## src/rtl/seq_ripple_adder.sv

```systemverilog
// Multi-cycle adder/subtractor: WIDTH-bit operands processed DIGIT bits per clock,
// LSB slice first, with valid/ready handshakes on both sides.
module seq_ripple_adder #(
   parameter int WIDTH = 16,
   parameter int DIGIT = 4
) (
   input  logic             clk,
   input  logic             rst_n,
   input  logic             in_valid,
   output logic             in_ready,
   input  logic [WIDTH-1:0] a,
   input  logic [WIDTH-1:0] b,
   input  logic             cin,
   input  logic             sub,
   output logic             out_valid,
   input  logic             out_ready,
   output logic [WIDTH-1:0] sum,
   output logic             cout,
   output logic             ovf,
   output logic             zero
);

   localparam int STEPS = (DIGIT > 0) ? WIDTH / DIGIT : 1;
   localparam int CW    = (STEPS > 1) ? $clog2(STEPS) : 1;
   localparam logic [CW-1:0] LAST = CW'(STEPS - 1);

   generate
      if (DIGIT < 1 || DIGIT > WIDTH || (WIDTH % DIGIT) != 0) begin : g_bad_params
         $error("seq_ripple_adder: WIDTH must be a positive multiple of DIGIT");
      end
   endgenerate

   typedef enum logic [1:0] {
      IDLE,
      RUN,
      DONE
   } state_t;

   state_t           state;
   logic [WIDTH-1:0] a_sh;
   logic [WIDTH-1:0] b_sh;
   logic             carry;
   logic [CW-1:0]    step;

   logic [DIGIT:0]   slice;
   logic             msb_carry;
   logic [WIDTH-1:0] sum_next;

   assign in_ready  = (state == IDLE);
   assign out_valid = (state == DONE);

   // The carry into the top bit of a slice is recovered from that bit's own sum.
   always_comb begin
      slice     = {1'b0, a_sh[DIGIT-1:0]} + {1'b0, b_sh[DIGIT-1:0]} + {{DIGIT{1'b0}}, carry};
      msb_carry = slice[DIGIT-1] ^ a_sh[DIGIT-1] ^ b_sh[DIGIT-1];
      sum_next  = sum;
      sum_next[int'(step)*DIGIT +: DIGIT] = slice[DIGIT-1:0];
   end

   always_ff @(posedge clk) begin
      if (!rst_n) begin
         state <= IDLE;
         a_sh  <= '0;
         b_sh  <= '0;
         carry <= 1'b0;
         step  <= '0;
         sum   <= '0;
         cout  <= 1'b0;
         ovf   <= 1'b0;
         zero  <= 1'b1;
      end else begin
         case (state)
            IDLE: begin
               if (in_valid) begin
                  a_sh  <= a;
                  b_sh  <= b ^ {WIDTH{sub}};
                  carry <= sub | cin;
                  step  <= '0;
                  state <= RUN;
               end
            end
            RUN: begin
               sum   <= sum_next;
               carry <= slice[DIGIT];
               a_sh  <= a_sh >> DIGIT;
               b_sh  <= b_sh >> DIGIT;
               step  <= step + 1'b1;
               if (step == LAST) begin
                  cout  <= slice[DIGIT];
                  ovf   <= msb_carry ^ slice[DIGIT];
                  zero  <= (sum_next == '0);
                  state <= DONE;
               end
            end
            DONE: begin
               if (out_ready) begin
                  state <= IDLE;
               end
            end
            default: state <= IDLE;
         endcase
      end
   end

endmodule

```

## config.mk

```make
export PLATFORM = sky130hd
export DESIGN_NAME = seq_ripple_adder
export DESIGN_NICKNAME = d
export VERILOG_FILES = /design/src/rtl/seq_ripple_adder.sv
export SDC_FILE = /design/constraint.sdc
export NUM_CORES = 1
export LEC_CHECK = 0
export ABC_CLOCK_PERIOD_IN_PS = 5300
export BUFFER_PORTS_ARGS = -buffer_cell sky130_fd_sc_hd__buf_2
export CAP_MARGIN = 20
export CORE_ASPECT_RATIO = 0.7
export CORE_MARGIN = 4
export CORE_UTILIZATION = 58
export DETAILED_ROUTE_END_ITERATION = 12
export PLACE_DENSITY = 0.81
export REMOVE_ABC_BUFFERS = 1
export SLEW_MARGIN = 15
export SYNTH_ARGS = -nofsm -noshare
export SYNTH_HDL_FRONTEND = slang
export SYNTH_SLANG_ARGS = --single-unit
```

## constraint.sdc

```tcl
create_clock -name clk -period 5.3 [get_ports clk]
set_input_delay 1.06 -clock clk [delete_from_list [all_inputs] [get_ports clk]]
set_output_delay 1.06 -clock clk [all_outputs]
set_load 0.02 [all_outputs]
```

# Yosys cells after proc, flatten, opt, wreduce, memory -nomap -nowiden
# Index checks and enable logic that the tools add are counted.
# totals
reg_bits	56
output_inout_bits	21
wordCells	45
# op_classes
n_addsub	4
n_eq_ne	6
n_shift	2
muxes	13
n_bitwise	5
reduce_logical	6
# ops
cell	count
16-bit case mux with 2 select lines	2
4-bit negation with 33-bit output	1
4-bit by 33-bit variable shift with 16-bit output (first input constant)	1
4-bit by 33-bit variable part select with 16-bit output	1
16-bit 2-to-1 mux	2
16-bit bitwise mux	1
16-bit logical NOT	1
16-bit XOR	1
2-bit 2-to-1 mux	4
2-bit case mux with 3 select lines	1
4-bit by 4-bit adder with 5-bit output	1
5-bit by 1-bit adder with 5-bit output	1
2-bit == test (second input constant)	2
2-bit inequality test (second input constant)	2
2-bit case mux with 2 select lines	1
2-bit AND reduction	2
3-bit AND reduction	1
1-bit XOR	3
2-bit by 1-bit adder with 2-bit output (second input constant)	1
2-bit by 1-bit == test with 1-bit output (second input constant)	1
2-bit logical NOT	1
2-bit by 1-bit inequality test with 1-bit output (second input constant)	1
1-bit case mux with 2 select lines	1
2-bit nonzero test	1
2 further kinds	2

# Logic depth before layout (Yosys ltp)
# logic_depth
depth_word	5
mapped_depth	8
ltp_nobuf	8

# Worst setup path after synthesis
# OpenSTA, ideal clock, no wires.
# synth_timing
path_kind	input to register
startpoint	input sub
endpoint	register b_sh[10]
setup_ns	0.128
arrival_time_ns	1.943
path_slack_ns	3.229
cell_stages	5
path_cell_list	buf_2 -> buf_2 -> xor2_1 -> a222oi_1 -> nor2_1
# synth_between
elab_chain_cells	3
# synth_lines
element	line_no	text
start, declared	14	input logic sub,
16-bit XOR	76	b_sh <= b ^ {WIDTH{sub}};
16-bit 2-to-1 mux	74	if (in_valid) begin
16-bit case mux with 2 select lines	72	case (state)
end signal, assigned	76	
end signal, assigned	86	b_sh <= b_sh >> DIGIT;
end, declared	41	logic [WIDTH-1:0] b_sh;
# Every way passes these cells. The select of a mux whose other input is x is not followed.
# A chain may end at the register's enable or synchronous reset.

# Worst setup path after layout
# layout_timing
startpoint	register state[0]
endpoint	output out_valid
# layout_between
elab_chain_cells	1
# layout_lines
element	line_no	text
start, declared	39	state_t state;
start signal, assigned	62	state <= IDLE;
start signal, assigned	79	state <= RUN;
start signal, assigned	92	state <= DONE;
2-bit == test	50	assign out_valid = (state == DONE);
end, declared	15	output logic out_valid,
# Every way passes these cells.

==> reports/results.ini <==
[outcome]
outcome=finished clean

[timing]
drv_slew=0
fin_skew_ns=0.003698
final.min_clock_period_ns=2.553
relSlewSlack=0.4615
timing.setup.tns_ns=0
fmax_ghz=0.3917
worst_pin_slew_ns=0.8066
grt_setup_unrepaired=false
fin_crit_sh=0.4816
final-setup-viol-count=0
finalHoldViolCount=0

[global_route]
grt_usage=0.2099
grt_pass1_wl_um=10180
grt-ovfl-total=0
grt_max_degree=43
grt_antenna_before_repair=0
grt_pass1_vias=2171

[clock_tree]
clkLatencyLatePin_ns=0.31
cts_buffer_depth=2
post_cts_buffers=0
clk_pin_slew_worst_paths_ns=0.10
cts_hold_buf=0
cts-resized-gates=0
cts_tree=built
htreeDepth=2
cts_inserted_buffers=5
cts.sinks=56
cts_root_buf=clkbuf_8

[job]
drv_cap=0

[setup_path]
r2r_slack_ns=2.92
start_kind=flip-flop
critPathRequiredTime_ns=4.24
worstPathArrival_ns=1.49
worstSetupPathType=reg2out
r2r-start=state[0]$_SDFFE_PN0P_
cp-end-kind=output port
r2r-end=zero$_SDFFE_PN1P_
r2r_cells=6
crit_path_max_fanout=29

[power_and_ir_drop]
totalPowerFinal_w=0.0009104
switching_power_w=0.0002503
sw_frac_of_total=0.2750
power_leakage_nw=1.343
power_density_mw_per_mm2=290.4
peakVddDrop_mv=0.2117
p_int_w=0.0006601
pwr-share-seq=0.512
clkPwrFrac=0.302
p_comb_frac=0.186

[logic_synthesis]
ys_ff_latch=56
synth_edf_count=0
synth_top_area_share=0.4078
yosysMostFrequentCell=nor2_1
yosys.area_share.adder=0.05553
syn_area_mm2=0.002749
synth_top_family_by_area=compound AO/OA/AOI/OAI gates
synth_simple_gate_area_frac=0.1889
synth_cell_type_count=43
synth_warnings=0
netlist_instances=307
yosys.area.top_type=dfxtp_1
yosys_most_used_dff=dfxtp_1
ys_top_cells_by_area=dfxtp_1 (41%), nor2_1 (8.2%), xor2_1 (5.4%), o221a_2 (4.9%), a22oi_1 (4.6%)
synth-compound-area-share=0.2317
async_flop_share=0
synthXorXnorAreaFrac=0.06964
ys_seq_area_frac=0.4078
avgSynthCellArea_um2=8.954
ys_top_cells_by_count=nor2_1 (60), dfxtp_1 (56), a21oi_1 (18)
synth_mux_area_frac=0

[routing]
drt_pre_antenna_iters=7
via_per_inst=5.808
totalWireLength_um=5930
drc_errors=0
wl_per_cell_um=14.57
dr.first_iter.drc_count=166
ant_nets=0
num_vias=2364

[worst_hold_path]
holdPathEnd=ovf$_SDFFE_PN0P_
hold_class=reg2reg
min_path_cells=2
worstHoldStart=ovf$_SDFFE_PN0P_

[layout]
drive_above_1_share=0.2472
fin_nets=400
syn_to_final_growth_pct=14.06
diodes=0

[floorplanning]
io_pins=59
num_rows=20
die_area_mm2=0.005923
dieWidth_um=90.29
die_y_um=65.60
start_util=0.6171
coreArea_mm2=0.004454

[placement]
hpwl_um=4207
routabilityCongestion=0.8237
io_buffers=58

registers in the layout (all words and copies together) (netlist names):
register and flops:
a_sh 16, b_sh 16, sum 16, state 2, step 2, carry 1
cout 1, ovf 1, zero 1
worst max-delay path: stages, from the launching register on:
cell and delay, ns:
dfxtp_1 0.85, nor2b_1 0.12, buf_2 0.20
power by group through the flow:
stage / logic, W / registers (W) / clock network, W
floorplan: 0.000116 / 0.000473 / 0
global placement: 0.000166 / 0.000475 / 0
detailed placement: 0.000168 / 0.000476 / 0
CTS: 0.000169 / 0.000466 / 0.000281
global route: 0.000189 / 0.000470 / 0.000300
finish: 0.000169 / 0.000466 / 0.000275
per-layer routing:
layer / global-route usage / wire length, um
met1: 0.3116 / 2964
met2: 0.2949 / 2478
met3: 0.05721 / 432
met4: 0.05916 / 54
met5: 0 / 0
cells in the final DEF, fill, tap and decap left out, types with 2 or more instances in the layout:
cell	n
o221a_2	12
ha_1	9
clkbuf_8	5
nor4_1	2
a32oi_1	6
fa_1	2
nand2b_1	4
and2_1	2
xor2_1	17
buf_2	58
xnor2_1	3
nor2b_1	16
dfxtp_1	56
o22ai_1	2
a222oi_1	12
o21ai_0	2
nor3_1	6
inv_1	6
nand2_1	11
a21oi_1	18
nor2_1	60
buf_4	2
a22oi_1	17
cell families after synthesis:
family / Yosys count
flip-flops: 56
XOR/XNOR: 21
AO/OA/AOI/OAI: 79
buffers and inverters: 30
adder cells (fa/ha/maj): 11
AND/OR/NAND/NOR: 110
final cells by class:
cell class | count | area [um^2]
Clock buffer | 5 | 68.82
Clock inverter | 3 | 42.54
Fill cell | 370 | 1319
Inverter | 7 | 26.28
Multi-Input combinational cell | 221 | 1503
Sequential cell | 56 | 1121
Tap cell | 55 | 68.82
Timing Repair Buffer | 60 | 305.3
through the flow:
stage / util / worst slack [ns] / cell area (um^2) / hold slack (ns) / cells
detailed placement: 0.6789 / 2.726 / 3024 / 0.4663 / 399
global placement: 0.6789 / 2.796 / 3024 / 0.4593 / 399
CTS: 0.7039 / 2.715 / 3136 / 0.4802 / 407
global route: 0.7039 / 2.586 / 3136 / 0.5110 / 407
finish: 0.7039 / 2.747 / 3136 / 0.4795 / 407
floorplan: - / 2.544 / 2648 / 0.4595 / 284
worst max path at each step:
| stage | startpoint | to | slack, ns | cells past startpoint |
|---|---|---|---|---|
| global placement | in_valid | b_sh[8]$_SDFFE_PN0P_ | 2.80 | 5 |
| detailed placement | in_valid | b_sh[11]$_SDFFE_PN0P_ | 2.73 | 5 |
| floorplan | state[0]$_SDFFE_PN0P_ | zero$_SDFFE_PN1P_ | 2.54 | 5 |
| global route | state[0]$_SDFFE_PN0P_ | in_ready | 2.59 | 2 |
| finish | state[0]$_SDFFE_PN0P_ | out_valid | 2.75 | 2 |
| CTS | state[0]$_SDFFE_PN0P_ | out_valid | 2.71 | 2 |
No activity file was read; power rests on OpenSTA's default activity.
